==> src/rtl/mandel_pkg.sv <==
// mandel_pkg: shared constants, fixed-point coordinate type and scheduler FSM states
package mandel_pkg;
    localparam int CW       = 32;
    localparam int ITER_W   = 8;
    localparam int PIX_W    = 4;
    localparam int H_RES    = 640;
    localparam int V_RES    = 480;
    localparam int ADDR_W   = 19;
    localparam int MAX_ITER = 255;
    localparam int MAX_OUT  = 4;
    localparam int INT_W    = 4;
    localparam int FRAC_W   = CW - INT_W;
    typedef logic signed [CW-1:0] coord_t;
    typedef enum logic [1:0] {IDLE, ISSUE, DRAIN, DONE} state_t;
endpackage

==> src/rtl/mandel_coord_gen.sv <==
// mandel_coord_gen: raster x/y counters with wrapping re/im coordinate accumulators
module mandel_coord_gen #(
    parameter int H_RES = mandel_pkg::H_RES,
    parameter int V_RES = mandel_pkg::V_RES,
    parameter int CW    = mandel_pkg::CW
) (
    input  logic          i_clk,
    input  logic          i_rst,
    input  logic          i_restart,
    input  logic          i_advance,
    input  logic [CW-1:0] i_re_min,
    input  logic [CW-1:0] i_im_max,
    input  logic [CW-1:0] i_step,
    output logic [CW-1:0] o_re,
    output logic [CW-1:0] o_im,
    output logic          o_last
);
    localparam int XW = $clog2(H_RES);
    localparam int YW = $clog2(V_RES);
    logic [XW-1:0] x_q, x_d;
    logic [YW-1:0] y_q, y_d;
    logic [CW-1:0] re_q, re_d, im_q, im_d, re_min_q, re_min_d, step_q, step_d;
    logic end_x, wrap;
    assign end_x  = x_q == XW'(H_RES - 1);
    assign wrap   = i_advance && end_x;
    assign o_last = end_x && y_q == YW'(V_RES - 1);
    assign o_re   = re_q;
    assign o_im   = im_q;
    // next position: restart reloads the frame origin, advance steps right and wraps to the next line
    always_comb begin
        re_min_d = i_restart ? i_re_min : re_min_q;
        step_d   = i_restart ? i_step : step_q;
        x_d      = i_restart ? '0 : !i_advance ? x_q : end_x ? '0 : x_q + XW'(1);
        y_d      = i_restart ? '0 : !wrap ? y_q : o_last ? '0 : y_q + YW'(1);
        re_d     = i_restart ? i_re_min : !i_advance ? re_q : end_x ? re_min_q : re_q + step_q;
        im_d     = i_restart ? i_im_max : wrap ? im_q - step_q : im_q;
    end
    // position and coordinate registers
    always_ff @(posedge i_clk) begin
        if (i_rst) begin
            x_q      <= '0;
            y_q      <= '0;
            re_q     <= '0;
            im_q     <= '0;
            re_min_q <= '0;
            step_q   <= '0;
        end else begin
            x_q      <= x_d;
            y_q      <= y_d;
            re_q     <= re_d;
            im_q     <= im_d;
            re_min_q <= re_min_d;
            step_q   <= step_d;
        end
    end
endmodule

==> src/rtl/mandel_frame_scheduler.sv <==
// mandel_frame_scheduler: issues per-pixel engine requests under a credit limit and writes colours to the framebuffer
module mandel_frame_scheduler #(
    parameter int H_RES    = mandel_pkg::H_RES,
    parameter int V_RES    = mandel_pkg::V_RES,
    parameter int CW       = mandel_pkg::CW,
    parameter int ITER_W   = mandel_pkg::ITER_W,
    parameter int MAX_ITER = mandel_pkg::MAX_ITER,
    parameter int PIX_W    = mandel_pkg::PIX_W,
    parameter int ADDR_W   = mandel_pkg::ADDR_W,
    parameter int MAX_OUT  = mandel_pkg::MAX_OUT
) (
    input  logic              i_clk,
    input  logic              i_rst,
    input  logic              i_start,
    input  logic [CW-1:0]     i_re_min,
    input  logic [CW-1:0]     i_im_max,
    input  logic [CW-1:0]     i_step,
    output logic              o_busy,
    output logic              o_done,
    output logic              o_req_valid,
    input  logic              i_req_ready,
    output logic [CW-1:0]     o_req_re,
    output logic [CW-1:0]     o_req_im,
    input  logic              i_rsp_valid,
    input  logic [ITER_W-1:0] i_rsp_iter,
    output logic              o_fb_we,
    output logic [ADDR_W-1:0] o_fb_addr,
    output logic [PIX_W-1:0]  o_fb_data,
    output logic              o_err
);
    import mandel_pkg::*;
    localparam int OW = $clog2(MAX_OUT + 1);
    state_t state_q, state_d;
    logic [OW-1:0] out_q, out_d;
    logic [ADDR_W-1:0] wa_q, wa_d, addr_q;
    logic [PIX_W-1:0] data_q;
    logic we_q, err_q, fire, rsp_ok, start_ok, last;
    assign start_ok    = state_q == IDLE && i_start;
    assign o_req_valid = state_q == ISSUE && out_q < OW'(MAX_OUT);
    assign fire        = o_req_valid && i_req_ready;
    assign rsp_ok      = i_rsp_valid && out_q != '0;
    assign out_d       = out_q + OW'(fire) - OW'(rsp_ok);
    assign wa_d        = start_ok ? '0 : wa_q + ADDR_W'(rsp_ok);
    assign o_fb_we     = we_q;
    assign o_fb_addr   = addr_q;
    assign o_fb_data   = data_q;
    assign o_err       = err_q;

    mandel_coord_gen #(.H_RES(H_RES), .V_RES(V_RES), .CW(CW)) u_coord (
        .i_clk    (i_clk),
        .i_rst    (i_rst),
        .i_restart(start_ok),
        .i_advance(fire),
        .i_re_min (i_re_min),
        .i_im_max (i_im_max),
        .i_step   (i_step),
        .o_re     (o_req_re),
        .o_im     (o_req_im),
        .o_last   (last)
    );

    // frame sequencing: drain waits for every outstanding result before signalling completion
    always_comb begin
        state_d = state_q;
        o_busy  = 1'b0;
        o_done  = 1'b0;
        case (state_q)
            IDLE: state_d = i_start ? ISSUE : IDLE;
            ISSUE: begin
                o_busy  = 1'b1;
                state_d = fire && last ? DRAIN : ISSUE;
            end
            DRAIN: begin
                o_busy  = 1'b1;
                state_d = out_q == '0 ? DONE : DRAIN;
            end
            default: begin
                o_done  = 1'b1;
                state_d = IDLE;
            end
        endcase
    end

    // state, credit count and registered framebuffer write port; MAX_ITER maps to black
    always_ff @(posedge i_clk) begin
        if (i_rst) begin
            state_q <= IDLE;
            out_q   <= '0;
            wa_q    <= '0;
            we_q    <= 1'b0;
            addr_q  <= '0;
            data_q  <= '0;
            err_q   <= 1'b0;
        end else begin
            state_q <= state_d;
            out_q   <= out_d;
            wa_q    <= wa_d;
            we_q    <= rsp_ok;
            err_q   <= err_q || (i_rsp_valid && out_q == '0);
            if (rsp_ok) begin
                addr_q <= wa_q;
                data_q <= i_rsp_iter == ITER_W'(MAX_ITER) ? '0 : i_rsp_iter[ITER_W-1 -: PIX_W];
            end
        end
    end
endmodule
==> config.mk <==
export PLATFORM = sky130hd
export DESIGN_NAME = mandel_frame_scheduler
export DESIGN_NICKNAME = d
export VERILOG_FILES = /design/src/rtl/mandel_pkg.sv /design/src/rtl/mandel_coord_gen.sv /design/src/rtl/mandel_frame_scheduler.sv
export SDC_FILE = /design/constraint.sdc
export NUM_CORES = 1
export LEC_CHECK = 0
export CORE_ASPECT_RATIO = 0.75
export CORE_MARGIN = 5
export CORE_UTILIZATION = 54
export DETAILED_ROUTE_END_ITERATION = 16
export GPL_TIMING_DRIVEN = 0
export PLACE_DENSITY = 0.83
export SYNTH_ARGS = -nofsm -noshare
export SYNTH_HDL_FRONTEND = slang
export SYNTH_SLANG_ARGS = --single-unit
==> constraint.sdc <==
create_clock -name i_clk -period 3.62 [get_ports i_clk]
set_input_delay 0.362 -clock i_clk [delete_from_list [all_inputs] [get_ports i_clk]]
set_output_delay 0.362 -clock i_clk [all_outputs]
set_load 0.01 [all_outputs]
==> flow_summary.ini <==
[run_status]
status = finished, final reports clean

[pwr]
intPower_uw = 4200
vdd_ir_drop_max_uv = 325
power_density_mw_per_mm2 = 441
leakagePower_uw = 0.00544
sw_frac_of_total_pct = 33.6
p_comb_share_pct = 29.5
p_seq_share_pct = 38.7
p_clk_share_pct = 31.8
p_sw_uw = 2120

[placed_design]
hpwlAfterDp_um = 31300
gp_congestion = 0.935
numPortBuffers = 199
place_area_mm2 = 0.0137

[critical_path]
critPathTopFamily = buffers and inverters
crit_fanout = 10
max_stage_delay_ps = 410
startpoint = state_q[1]
endpoint = out_q[2]
r2r_slack_ps = 260
path_class = register to register
cp_data_required_time_ps = 3930
endpoint_kind = register
reg2reg_to = out_q[2]
crit_chain = inv_1, ha_1, nor2b_2, and2_1, buf_4, inv_2, clkbuf_2, buf_2, ha_1, inv_1, ha_1, inv_1, fa_1, xor2_1, xnor2_1, nor2_1
ff2ff_path_depth = 16
cp.buffers_inverters = 7
r2r_start = state_q[1]
arrival_ps = 3670
crit_path_start_kind = register
cp.depth = 16
crit_slowest_cell = dfxtp_1

[clocking]
cts_sinks = 196
clockBufferDepth = 2
cts_tree = done
clk_latency_ps = 450
cts_root_buffer = clkbuf_16
path_clk_slew_ps = 80
post_cts_buffers = 0
cts_buffers = 17
htreeDepth = 4

[sta]
slew_violations = 0
fin_crit_sh_pct = 92.8
hold_slack_ps = 456
final-setup-viol-count = 0
worst_slew_pin_slew_ps = 1250
slew_headroom_pct = 15.8
final_hold_viol_count = 0
fmax_ghz = 0.298
final.setup_skew_ps = 14.4
rsz0062_at_grt = false
fin_crit_ps = 3360

[synthesis]
synth_top_area_share_pct = 34.5
async_flop_share_pct = 0
syn-num-nets = 1661
ys_top_cells_by_area = dfxtp_1 (34%), nand2_1 (8.9%), a21oi_1 (8.5%)
syn-cell-area_mm2 = 0.0114
synth_ff_type = dfxtp_1
synth_top_area_cell = dfxtp_1
ys_seq_elements = 196
ys.warnings.count = 0
synth_edf_count = 0
synth.distinct_cells = 73
syn_avg_cell_area_um2 = 7.71
synthCells = 1477
ys_seq_area_share_pct = 34.5

[finish]
stdcell_area_mm2 = 0.0143
nNetsFinal = 1879
n_antenna_cell = 0
area_growth_pct = 26.0
drive_above_1_share_pct = 3.69

[drt]
ant_nets = 0
drt-initial-drc-count = 1162
num_vias = 11900
wl_per_cell_um = 20.3
routed_wl_um = 40600
route.detailed.drc = 0
vias_per_cell = 5.96
firstDrtPassIters = 5

[worst_hold_path]
hold_path.class = primary input to register
min_path_cells = 3

[grt]
overflow = 0
grt_usage_pct = 33.0
antenna_found_initial = 0
grt_pass1_vias = 10900
grt_max_degree = 18
grt_pass1_wl_um = 61300

[floorplanning]
dieHeight_um = 136
boundaryPins = 201
die_area_mm2 = 0.0241
core_mm2 = 0.0210
num_rows = 46
start_util_pct = 54.3
die_w_um = 178

[flow_run]
cap_violations = 0
cell type report:
class / count / area (um^2)
clock buffer: 19 / 433
clock inverter: 13 / 171
sequential: 196 / 3920
buffer: 92 / 358
fill: 1795 / 6610
timing repair buffer: 199 / 1990
tap: 288 / 360
multi-input combinational: 1137 / 6910
inverter: 52 / 195
power by group through the flow:
stage	registers, uW	logic (uW)	clock network, uW
after floorplan	2470	1160	0
after global placement	2480	1780	0
after detailed placement	2490	1810	0
after CTS	2440	1830	2010
after global routing	2460	2030	2120
final	2450	1860	2010
worst min-delay path by stage:
stage	start	endpoint	slack, ps
2_1_floorplan	wa_q[11]	o_fb_addr[11]	430
3_3_place_gp	u_coord.re_min_q[25]	u_coord.re_min_q[25]	440
3_5_place_dp	u_coord.re_min_q[1]	u_coord.re_min_q[1]	450
4_1_cts	i_step[9]	u_coord.step_q[9]	450
5_1_grt	i_step[9]	u_coord.step_q[9]	440
6_report	i_step[9]	u_coord.step_q[9]	460
cells by family (layout without fill, tap and decap cells):
logic type	count (synthesis)	in the layout	synth area share, %
adders and majority gates	75	75	8.44
muxes	2	2	0.176
DFF	196	196	34.5
xor gates and xnor gates	81	81	6.23
and+or+nand+nor	531	531	20.6
AOI/OAI and AO/OA	448	448	25.3
buffers and inverters	144	375	4.84
per-layer routing:
layer  wire [um]  track usage, %  vias to the layer above
li1            -               -                     5652
met1       18000            47.5                     5545
met2       16400            46.5                      628
met3        5020            10.5                       80
met4        1210            10.9                        0
met5           0               0                        -
registers in the layout, indices dropped and copies added, names as in the netlist:
register / flops
o_fb_data: 4
state_q: 2
o_fb_addr: 19
wa_q: 19
u_coord.step_q: 32
u_coord.y_q: 9
u_coord.x_q: 10
u_coord.o_re: 32
u_coord.o_im: 32
o_fb_we: 1
u_coord.re_min_q: 32
o_err: 1
out_q: 3
cell usage after synthesis (all sizes together), types with 3 or more instances:
cell type and n:
and3 19, a211oi 25, o21bai 10, nor3 17
nor2b 8, xnor2 33, nand3b 3, o211ai 36
a21oi 197, a2111oi 4, nand2b 15, nand4 23
nor4 3, a221oi 3, clkbuf 77, nor2 110
dfxtp 196, a31oi 11, a21o 32, o2111ai 3
buf 15, ha 72, or3 7, o311ai 3
inv 52, a41oi 3, a311oi 14, nand2 270
a22oi 4, o21a 12, nand3 31, a211o 5
o21ai 55, and2 10, xor2 48, o22ai 17
or2 6, fa 3
per-stage QoR:
| step | setup WS, ps | power, uW | TNS [ps] | cells | utilization (%) |
|---|---|---|---|---|---|
| 2_1_floorplan | 648 | 3630 | 0 | 1477 | - |
| 3_3_place_gp | -50.5 | 4270 | -50.5 | 1964 | 65.6 |
| 3_5_place_dp | -156 | 4300 | -156 | 1964 | 65.6 |
| 4_1_cts | 59.9 | 6280 | 0 | 1996 | 68.5 |
| 5_1_grt | 77.3 | 6610 | 0 | 1996 | 68.5 |
| 6_report | 262 | 6320 | 0 | 1996 | 68.5 |
layout by cell type (no fill, tap or decap), types with 17 or more instances in the layout:
cell type,netlist,routed
a211oi_1,24,24
a21o_1,32,32
a21oi_1,194,194
and3_1,19,19
clkbuf_1,77,78
clkbuf_16,0,17
clkdlybuf4s50_1,0,199
dfxtp_1,196,196
ha_1,72,72
inv_1,51,51
nand2_1,270,270
nand3_1,31,31
nand4_1,23,23
nor2_1,110,110
o211ai_1,34,34
o21ai_0,47,47
xnor2_1,33,33
xor2_1,48,48
timing repair:
item,CTS,global route
endpoints found under the setup margin,1,1
gates resized for setup,1,2
hold buffers,0,0
worst reg2reg max path, cell delays in order (launching register included):
cell and delay [ps]:
dfxtp_1 410, inv_1 90, ha_1 220, nor2b_2 170, and2_1 170, buf_4 170
inv_2 70, clkbuf_2 280, buf_2 360, ha_1 280, inv_1 60, ha_1 130
inv_1 50, fa_1 370, xor2_1 170, xnor2_1 180, nor2_1 50
Power figures use the tool's default switching activity.
